File: config.mk
export PLATFORM = sky130hd
export DESIGN_NAME = sampled_phase_frequency_detector
export DESIGN_NICKNAME = d
export VERILOG_FILES = /design/src/rtl/sampled_phase_frequency_detector.sv
export SDC_FILE = /design/constraint.sdc
export NUM_CORES = 1
export LEC_CHECK = 0
export ABC_AREA = 1
export ABC_CLOCK_PERIOD_IN_PS = 2890
export BUFFER_PORTS_ARGS = -buffer_cell sky130_fd_sc_hd__buf_4
export CORE_ASPECT_RATIO = 0.7
export CORE_MARGIN = 4
export CORE_UTILIZATION = 60
export DETAILED_ROUTE_END_ITERATION = 8
export PLACE_DENSITY_LB_ADDON = 0.08
export SETUP_SLACK_MARGIN = 0.3
export SLEW_MARGIN = 25
export SYNTH_ARGS = -nofsm -noshare
export SYNTH_HDL_FRONTEND = slang
export SYNTH_SLANG_ARGS = --single-unit
File: constraint.sdc
create_clock -name clk -period 2.89 [get_ports clk]
set_input_delay 0.578 -clock clk [delete_from_list [all_inputs] [get_ports clk]]
set_output_delay 0.578 -clock clk [all_outputs]
set_load 0.01 [all_outputs]
File: src/rtl/sampled_phase_frequency_detector.sv
// sampled_phase_frequency_detector
//
// Multi-channel sampled phase/frequency detector. Each channel compares a
// reference clock and a divided feedback clock. Both clocks are already
// synchronous to clk. Each channel drives charge-pump up/down requests and
// measures the phase error in clk cycles.
//
// Optional feature: define PFD_LOCK_DETECT_EN to build the per-channel lock
// detector. Without it, locked is tied low.
//
// Ports
//   clk                            system clock, rising edge
//   reset_n                        asynchronous active-low reset
//   enable                         1 = detectors run, 0 = channels held idle
//   input_reference_clock_digital  [NUM_CHANNELS] reference clocks
//   input_feedback_clock_digital   [NUM_CHANNELS] feedback clocks
//   output_up_digital              [NUM_CHANNELS] charge-pump up requests
//   output_down_digital            [NUM_CHANNELS] charge-pump down requests
//   phase_error                    [NUM_CHANNELS*ERR_WIDTH] signed errors,
//                                  channel i at [i*ERR_WIDTH +: ERR_WIDTH]
//   error_valid                    [NUM_CHANNELS] one-cycle capture strobes
//   locked                         [NUM_CHANNELS] lock indications
module sampled_phase_frequency_detector #(
  parameter int NUM_CHANNELS     = 1,
  parameter int MIN_PULSE_CYCLES = 2,
  parameter int ERR_WIDTH        = 8,
  parameter int LOCK_WINDOW      = 2,
  parameter int LOCK_COUNT       = 8
) (
  input  logic                              clk,
  input  logic                              reset_n,
  input  logic                              enable,
  input  logic [NUM_CHANNELS-1:0]           input_reference_clock_digital,
  input  logic [NUM_CHANNELS-1:0]           input_feedback_clock_digital,
  output logic [NUM_CHANNELS-1:0]           output_up_digital,
  output logic [NUM_CHANNELS-1:0]           output_down_digital,
  output logic [NUM_CHANNELS*ERR_WIDTH-1:0] phase_error,
  output logic [NUM_CHANNELS-1:0]           error_valid,
  output logic [NUM_CHANNELS-1:0]           locked
);

  typedef enum logic [1:0] {S_IDLE, S_UP, S_DOWN, S_BOTH} state_t;

  localparam logic signed [ERR_WIDTH-1:0] ERR_MAX = {1'b0, {(ERR_WIDTH-1){1'b1}}};
  localparam logic signed [ERR_WIDTH-1:0] ERR_MIN = {1'b1, {(ERR_WIDTH-1){1'b0}}};
  localparam logic [7:0] PULSE_LAST = 8'(MIN_PULSE_CYCLES - 1);

  genvar gi;
  generate
    for (gi = 0; gi < NUM_CHANNELS; gi++) begin : g_ch
      logic                        ref_hist_q, fb_hist_q;
      logic                        ref_edge, fb_edge;
      state_t                      state_q, state_d;
      logic signed [ERR_WIDTH-1:0] cnt_q, cnt_d, cnt_inc, cnt_dec;
      logic [7:0]                  pulse_q, pulse_d;
      logic signed [ERR_WIDTH-1:0] err_q, capture_val;
      logic                        valid_q, capture;
      logic                        up_c, down_c;
      logic                        locked_q;

      assign ref_edge = input_reference_clock_digital[gi] & ~ref_hist_q;
      assign fb_edge  = input_feedback_clock_digital[gi]  & ~fb_hist_q;

      // Saturating step values.
      assign cnt_inc = (cnt_q == ERR_MAX) ? cnt_q : cnt_q + 1'b1;
      assign cnt_dec = (cnt_q == ERR_MIN) ? cnt_q : cnt_q - 1'b1;

      // State register and datapath registers.
      always_ff @(posedge clk or negedge reset_n) begin
        if (!reset_n) begin
          ref_hist_q <= 1'b0;
          fb_hist_q  <= 1'b0;
          state_q    <= S_IDLE;
          cnt_q      <= '0;
          pulse_q    <= '0;
          err_q      <= '0;
          valid_q    <= 1'b0;
        end else begin
          ref_hist_q <= input_reference_clock_digital[gi];
          fb_hist_q  <= input_feedback_clock_digital[gi];
          state_q    <= state_d;
          cnt_q      <= cnt_d;
          pulse_q    <= pulse_d;
          valid_q    <= capture;
          if (capture) err_q <= capture_val;
        end
      end

      // Next-state logic. A capture marks every transition into BOTH.
      always_comb begin
        state_d     = state_q;
        capture     = 1'b0;
        capture_val = '0;
        if (!enable) begin
          state_d = S_IDLE;
        end else begin
          unique case (state_q)
            S_IDLE: begin
              if (ref_edge && fb_edge) begin
                state_d = S_BOTH;
                capture = 1'b1;
              end else if (ref_edge) begin
                state_d = S_UP;
              end else if (fb_edge) begin
                state_d = S_DOWN;
              end
            end
            // The capture cycle itself still counts toward the error.
            S_UP: begin
              if (fb_edge) begin
                state_d     = S_BOTH;
                capture     = 1'b1;
                capture_val = cnt_inc;
              end
            end
            S_DOWN: begin
              if (ref_edge) begin
                state_d     = S_BOTH;
                capture     = 1'b1;
                capture_val = cnt_dec;
              end
            end
            S_BOTH: begin
              if (pulse_q == PULSE_LAST) state_d = S_IDLE;
            end
            default: state_d = S_IDLE;
          endcase
        end
      end

      // The error counter runs only in UP or DOWN. It is zero at every other
      // time, so it restarts from 0 each time the channel leaves IDLE.
      always_comb begin
        cnt_d   = '0;
        pulse_d = '0;
        if (enable) begin
          if (state_q == S_UP && !capture)   cnt_d = cnt_inc;
          if (state_q == S_DOWN && !capture) cnt_d = cnt_dec;
          if (state_q == S_BOTH)             pulse_d = pulse_q + 8'd1;
        end
      end

      // Output decode from registered state only.
      always_comb begin
        up_c   = (state_q == S_UP)   || (state_q == S_BOTH);
        down_c = (state_q == S_DOWN) || (state_q == S_BOTH);
      end

`ifdef PFD_LOCK_DETECT_EN
      localparam int STREAK_W = $clog2(LOCK_COUNT + 1);
      logic [STREAK_W-1:0]  streak_q;
      logic [ERR_WIDTH-1:0] err_mag;
      logic                 in_window;

      // The magnitude is unsigned, so the most negative error fits in the word.
      assign err_mag   = capture_val[ERR_WIDTH-1] ? ERR_WIDTH'(-capture_val)
                                                  : ERR_WIDTH'(capture_val);
      assign in_window = (32'(err_mag) <= 32'(LOCK_WINDOW));

      always_ff @(posedge clk or negedge reset_n) begin
        if (!reset_n) begin
          streak_q <= '0;
          locked_q <= 1'b0;
        end else if (capture) begin
          if (in_window) begin
            if (32'(streak_q) < 32'(LOCK_COUNT)) streak_q <= streak_q + 1'b1;
            if (32'(streak_q) + 32'd1 >= 32'(LOCK_COUNT)) locked_q <= 1'b1;
          end else begin
            streak_q <= '0;
            locked_q <= 1'b0;
          end
        end
      end
`else
      assign locked_q = 1'b0;
`endif

      assign output_up_digital[gi]               = up_c;
      assign output_down_digital[gi]             = down_c;
      assign phase_error[gi*ERR_WIDTH +: ERR_WIDTH] = err_q;
      assign error_valid[gi]                     = valid_q;
      assign locked[gi]                          = locked_q;
    end
  endgenerate

endmodule

==> results.json <==
{
  "final.fill_count": 269,
  "r2r_cells": 11,
  "timing.critical_path.slowest_stage_cell": "sky130_fd_sc_hd__dfrtp_1",
  "dieHeight_um": 56.3,
  "timing.rr.start": "g_ch[0].state_q[0]",
  "count_of_max_cap_constraint_violations": 0,
  "avgViaCountPerCell": 5.40,
  "grt_overflow": 0,
  "syn-instance-count": 278,
  "setup.reg_to_reg.worst_slack_ps": 760,
  "synthDistinctLibCells": 31,
  "synth-seq-area-share_pct": 36.4,
  "post_route_cells_drive_above_1_share_pct": 15.3,
  "max-clock-path-buffers": 2,
  "detail_route.drc_violations": 0,
  "max_freq_mhz": 456,
  "yosys-mux-area-fraction_pct": 0,
  "worst_hold_path_type": "primary input to async pin",
  "share_seq_of_total_power_pct": 30.7,
  "design.final.nets": 308,
  "slowest_delay_ps": 400,
  "global_route_wire_length_before_repair_um": 7890,
  "htreeDepth": 2,
  "detailroute.via_count": 1792,
  "cp.buffers_inverters": 2,
  "post-dp-hpwl_um": 3440,
  "critPathTopFamily": "flip-flops",
  "grt_antenna_before_repair": 0,
  "synth.avg_cell_area_um2": 7.18,
  "critical_path.cell_chain": "inv_1 > ha_1 > or2_2 > buf_4",
  "grt_max_degree": 30,
  "cell_internal_pwr_mw": 1.06,
  "synth_largest_type_area_fraction_pct": 36.4,
  "tritoncts": "yes",
  "netSwitchingFraction_pct": 43.2,
  "chipWidth_um": 76.9,
  "synth_compound_area_share_pct": 9.09,
  "comb_power_share_pct": 46.2,
  "grt_pass1_vias": 1674,
  "gp_congestion": 0.892,
  "report.final.slew_viol_count": 0,
  "synth.ff_latch_count": 29,
  "place_ws_ps": 810,
  "worstSetupEndpointType": "primary output",
  "synth.area.top_cells": "sky130_fd_sc_hd__dfrtp_1, sky130_fd_sc_hd__nand2_1, sky130_fd_sc_hd__nand3_1",
  "antenna_left": 0,
  "grt_setup_unrepaired": "false",
  "yosys_warnings": 0,
  "buffers_on_ports": 15,
  "fin_worst_skew_ps": 2.96,
  "grt.total_usage_pct": 23.0,
  "syn_area_um2": 2000,
  "multi_input_comb_area_um2": 1090,
  "avgRoutedWirePerCell_um": 13.7,
  "asyncSetResetFlopFracSynth_pct": 100,
  "finalCritPeriodShare_pct": 75.8,
  "post_synth_fa_ha_maj_area_fraction_pct": 6.27,
  "clk_root_buffer_cell": "sky130_fd_sc_hd__clkbuf_8",
  "post-cts-setup-buffers": 0,
  "design.die.area_um2": 4330,
  "routed_wl_um": 4550,
  "core_area_um2": 3170,
  "clkSlewWorstSetupHoldPaths_ps": 60,
  "hold_slack_ps": 206,
  "syn_to_final_growth_pct": 11.2,
  "clock_insertion_delay_worst_skew_ps": 280,
  "fin_setup_tns_ps": 0,
  "fraction_of_the_mapped_netlist_area_in_simple_logic_gates_pct": 37.4,
  "min_period_ps": 2190,
  "regToRegEndpoint": "g_ch[0].cnt_q[7]",
  "max-vdd-ir-drop_mv": 0.459,
  "crit_type": "flop to primary output",
  "numCtsBuffers": 5,
  "power_density_over_cell_area_nw_per_um2": 843,
  "number_of_synthesized_flops_with_an_enable_pin": 0,
  "worst-endpoint-arrival_ps": 1610,
  "cp_data_required_time_ps": 2310,
  "drt_iter0_drc": 182,
  "post_cts.resized_instances": 0,
  "synth-main-ff-cell": "sky130_fd_sc_hd__dfrtp_1",
  "effective_utilization_at_floorplan_pct": 63.0,
  "cts.sink_count": 29,
  "holdBufCountCts": 0,
  "synth_fp_nets": 293,
  "final-seq-area_um2": 726,
  "clk_network_pwr_share_pct": 23.1,
  "cp_startpoint_kind": "flop",
  "synth_top_family_by_area": "simple AND/OR/NAND/NOR gates",
  "timing.final.setup_violations": 0,
  "antenna_cells_inserted": 0,
  "placed_cells_incl_taps": 324,
  "std_cell_rows": 17,
  "hold_viol_final": 0,
  "design.portCount": 17,
  "final_cells": 332,
  "power_switching_uw": 808,
  "status": "complete, no violations",
  "power.static_leakage_nw": 1.15,
  "finalWorstSetupSlack_ps": 699,
  "yosys.area.top_type": "sky130_fd_sc_hd__dfrtp_1",
  "yosys.area_share.xor_xnor_pct": 1.76,
  "cp_max_fo": 11,
  "firstDrtPassIters": 4
}
[flip-flops by register name (all words and copies together) (netlist names)]
signal / flops
error_valid: 1
g_ch.cnt_q: 8
g_ch.fb_hist_q: 1
g_ch.pulse_q: 8
g_ch.ref_hist_q: 1
g_ch.state_q: 2
phase_error: 8
[metrics by stage]
step / util (%) / instance area [µm²] / power [mW]
finish: 70.0 / 2220 / 1.87
CTS: 70.0 / 2220 / 1.87
floorplan: - / 2000 / 1.21
global route: 70.0 / 2220 / 2.03
detailed placement: 66.3 / 2100 / 1.43
global placement: 66.3 / 2100 / 1.43
[cell usage in the layout, fill, tap and decap left out]
cell type                   count
sky130_fd_sc_hd__nand4_1        3
sky130_fd_sc_hd__nor2_4         3
sky130_fd_sc_hd__nor3_4         1
sky130_fd_sc_hd__clkbuf_1       1
sky130_fd_sc_hd__nor3_1         1
sky130_fd_sc_hd__ha_1          10
sky130_fd_sc_hd__xor2_1         3
sky130_fd_sc_hd__xnor2_1        1
sky130_fd_sc_hd__nand2_2        6
sky130_fd_sc_hd__or2_1          1
sky130_fd_sc_hd__nor2_2         3
sky130_fd_sc_hd__nand3_1       33
sky130_fd_sc_hd__a21oi_1       10
sky130_fd_sc_hd__o211ai_1       2
sky130_fd_sc_hd__o21ai_0       18
sky130_fd_sc_hd__buf_4         15
sky130_fd_sc_hd__nor2_1        27
sky130_fd_sc_hd__inv_1         31
sky130_fd_sc_hd__clkbuf_8       6
sky130_fd_sc_hd__nand3_2        2
sky130_fd_sc_hd__o21ai_2        1
sky130_fd_sc_hd__bufinv_16      1
sky130_fd_sc_hd__o21a_1         1
sky130_fd_sc_hd__or2_2          2
sky130_fd_sc_hd__dfrtp_1       29
sky130_fd_sc_hd__and2_2         1
sky130_fd_sc_hd__nand2_1       75
sky130_fd_sc_hd__inv_2          2
sky130_fd_sc_hd__conb_1         1
sky130_fd_sc_hd__nand2_4        2
sky130_fd_sc_hd__o21ai_1        2
[final cells by class]
cell class | count | share of cell area (%)
clock buffer | 7 | 3.89
clock inverter | 1 | 1.35
inverter | 33 | 5.58
multi-input combinational | 209 | 49.2
sequential | 29 | 32.7
tap | 38 | 2.14
timing repair buffer | 15 | 5.08
[synthesized netlist by cell type (6+ instances only)]
cell / count
sky130_fd_sc_hd__nor2_1: 27
sky130_fd_sc_hd__dfrtp_1: 29
sky130_fd_sc_hd__inv_1: 31
sky130_fd_sc_hd__ha_1: 10
sky130_fd_sc_hd__o21ai_0: 18
sky130_fd_sc_hd__a21oi_1: 10
sky130_fd_sc_hd__nand3_1: 33
sky130_fd_sc_hd__nand2_1: 75
sky130_fd_sc_hd__nand2_2: 6
[logic make-up after synthesis]
| kind of cell | Yosys count |
|---|---|
| compound gates | 34 |
| xor+xnor | 4 |
| fa+ha+maj | 10 |
| simple gates | 160 |
| buf+inv | 40 |
| other cells | 1 |
| flops | 29 |
[per-layer routing]
metal  part of all wire, %  wire (µm)  track usage [%]  vias up
met4                   1.2         56             5.17        0
met2                    42       1920             34.9       59
met1                    49       2240             32.7      812
li1                      -          -                -      913
met5                     0          0                0        -
met3                   7.2        329             6.41        8
[power groups by stage]
stage          Sequential (mW)  Combinational [mW]  Clock [mW]
2_1_floorplan            0.556               0.652           0
3_3_place_gp             0.575               0.855           0
3_5_place_dp             0.577               0.853           0
4_1_cts                  0.573               0.861       0.438
5_1_grt                  0.587               0.983       0.464
6_report                 0.574               0.864       0.432
[worst max-delay path by stage]
stage / end / slack (ps) / depth (start not counted) / start
6_report: output_down_digital / 700 / 4 / g_ch[0].state_q[0]
5_1_grt: g_ch[0].cnt_q[7] / 530 / 11 / g_ch[0].state_q[0]
4_1_cts: output_down_digital / 700 / 4 / g_ch[0].state_q[0]
3_5_place_dp: g_ch[0].cnt_q[7] / 810 / 11 / g_ch[0].state_q[0]
3_3_place_gp: g_ch[0].cnt_q[7] / 930 / 11 / g_ch[0].state_q[0]
2_1_floorplan: output_down_digital / 1120 / 4 / g_ch[0].state_q[0]
Note: power is estimated with default switching activity, not from simulation.
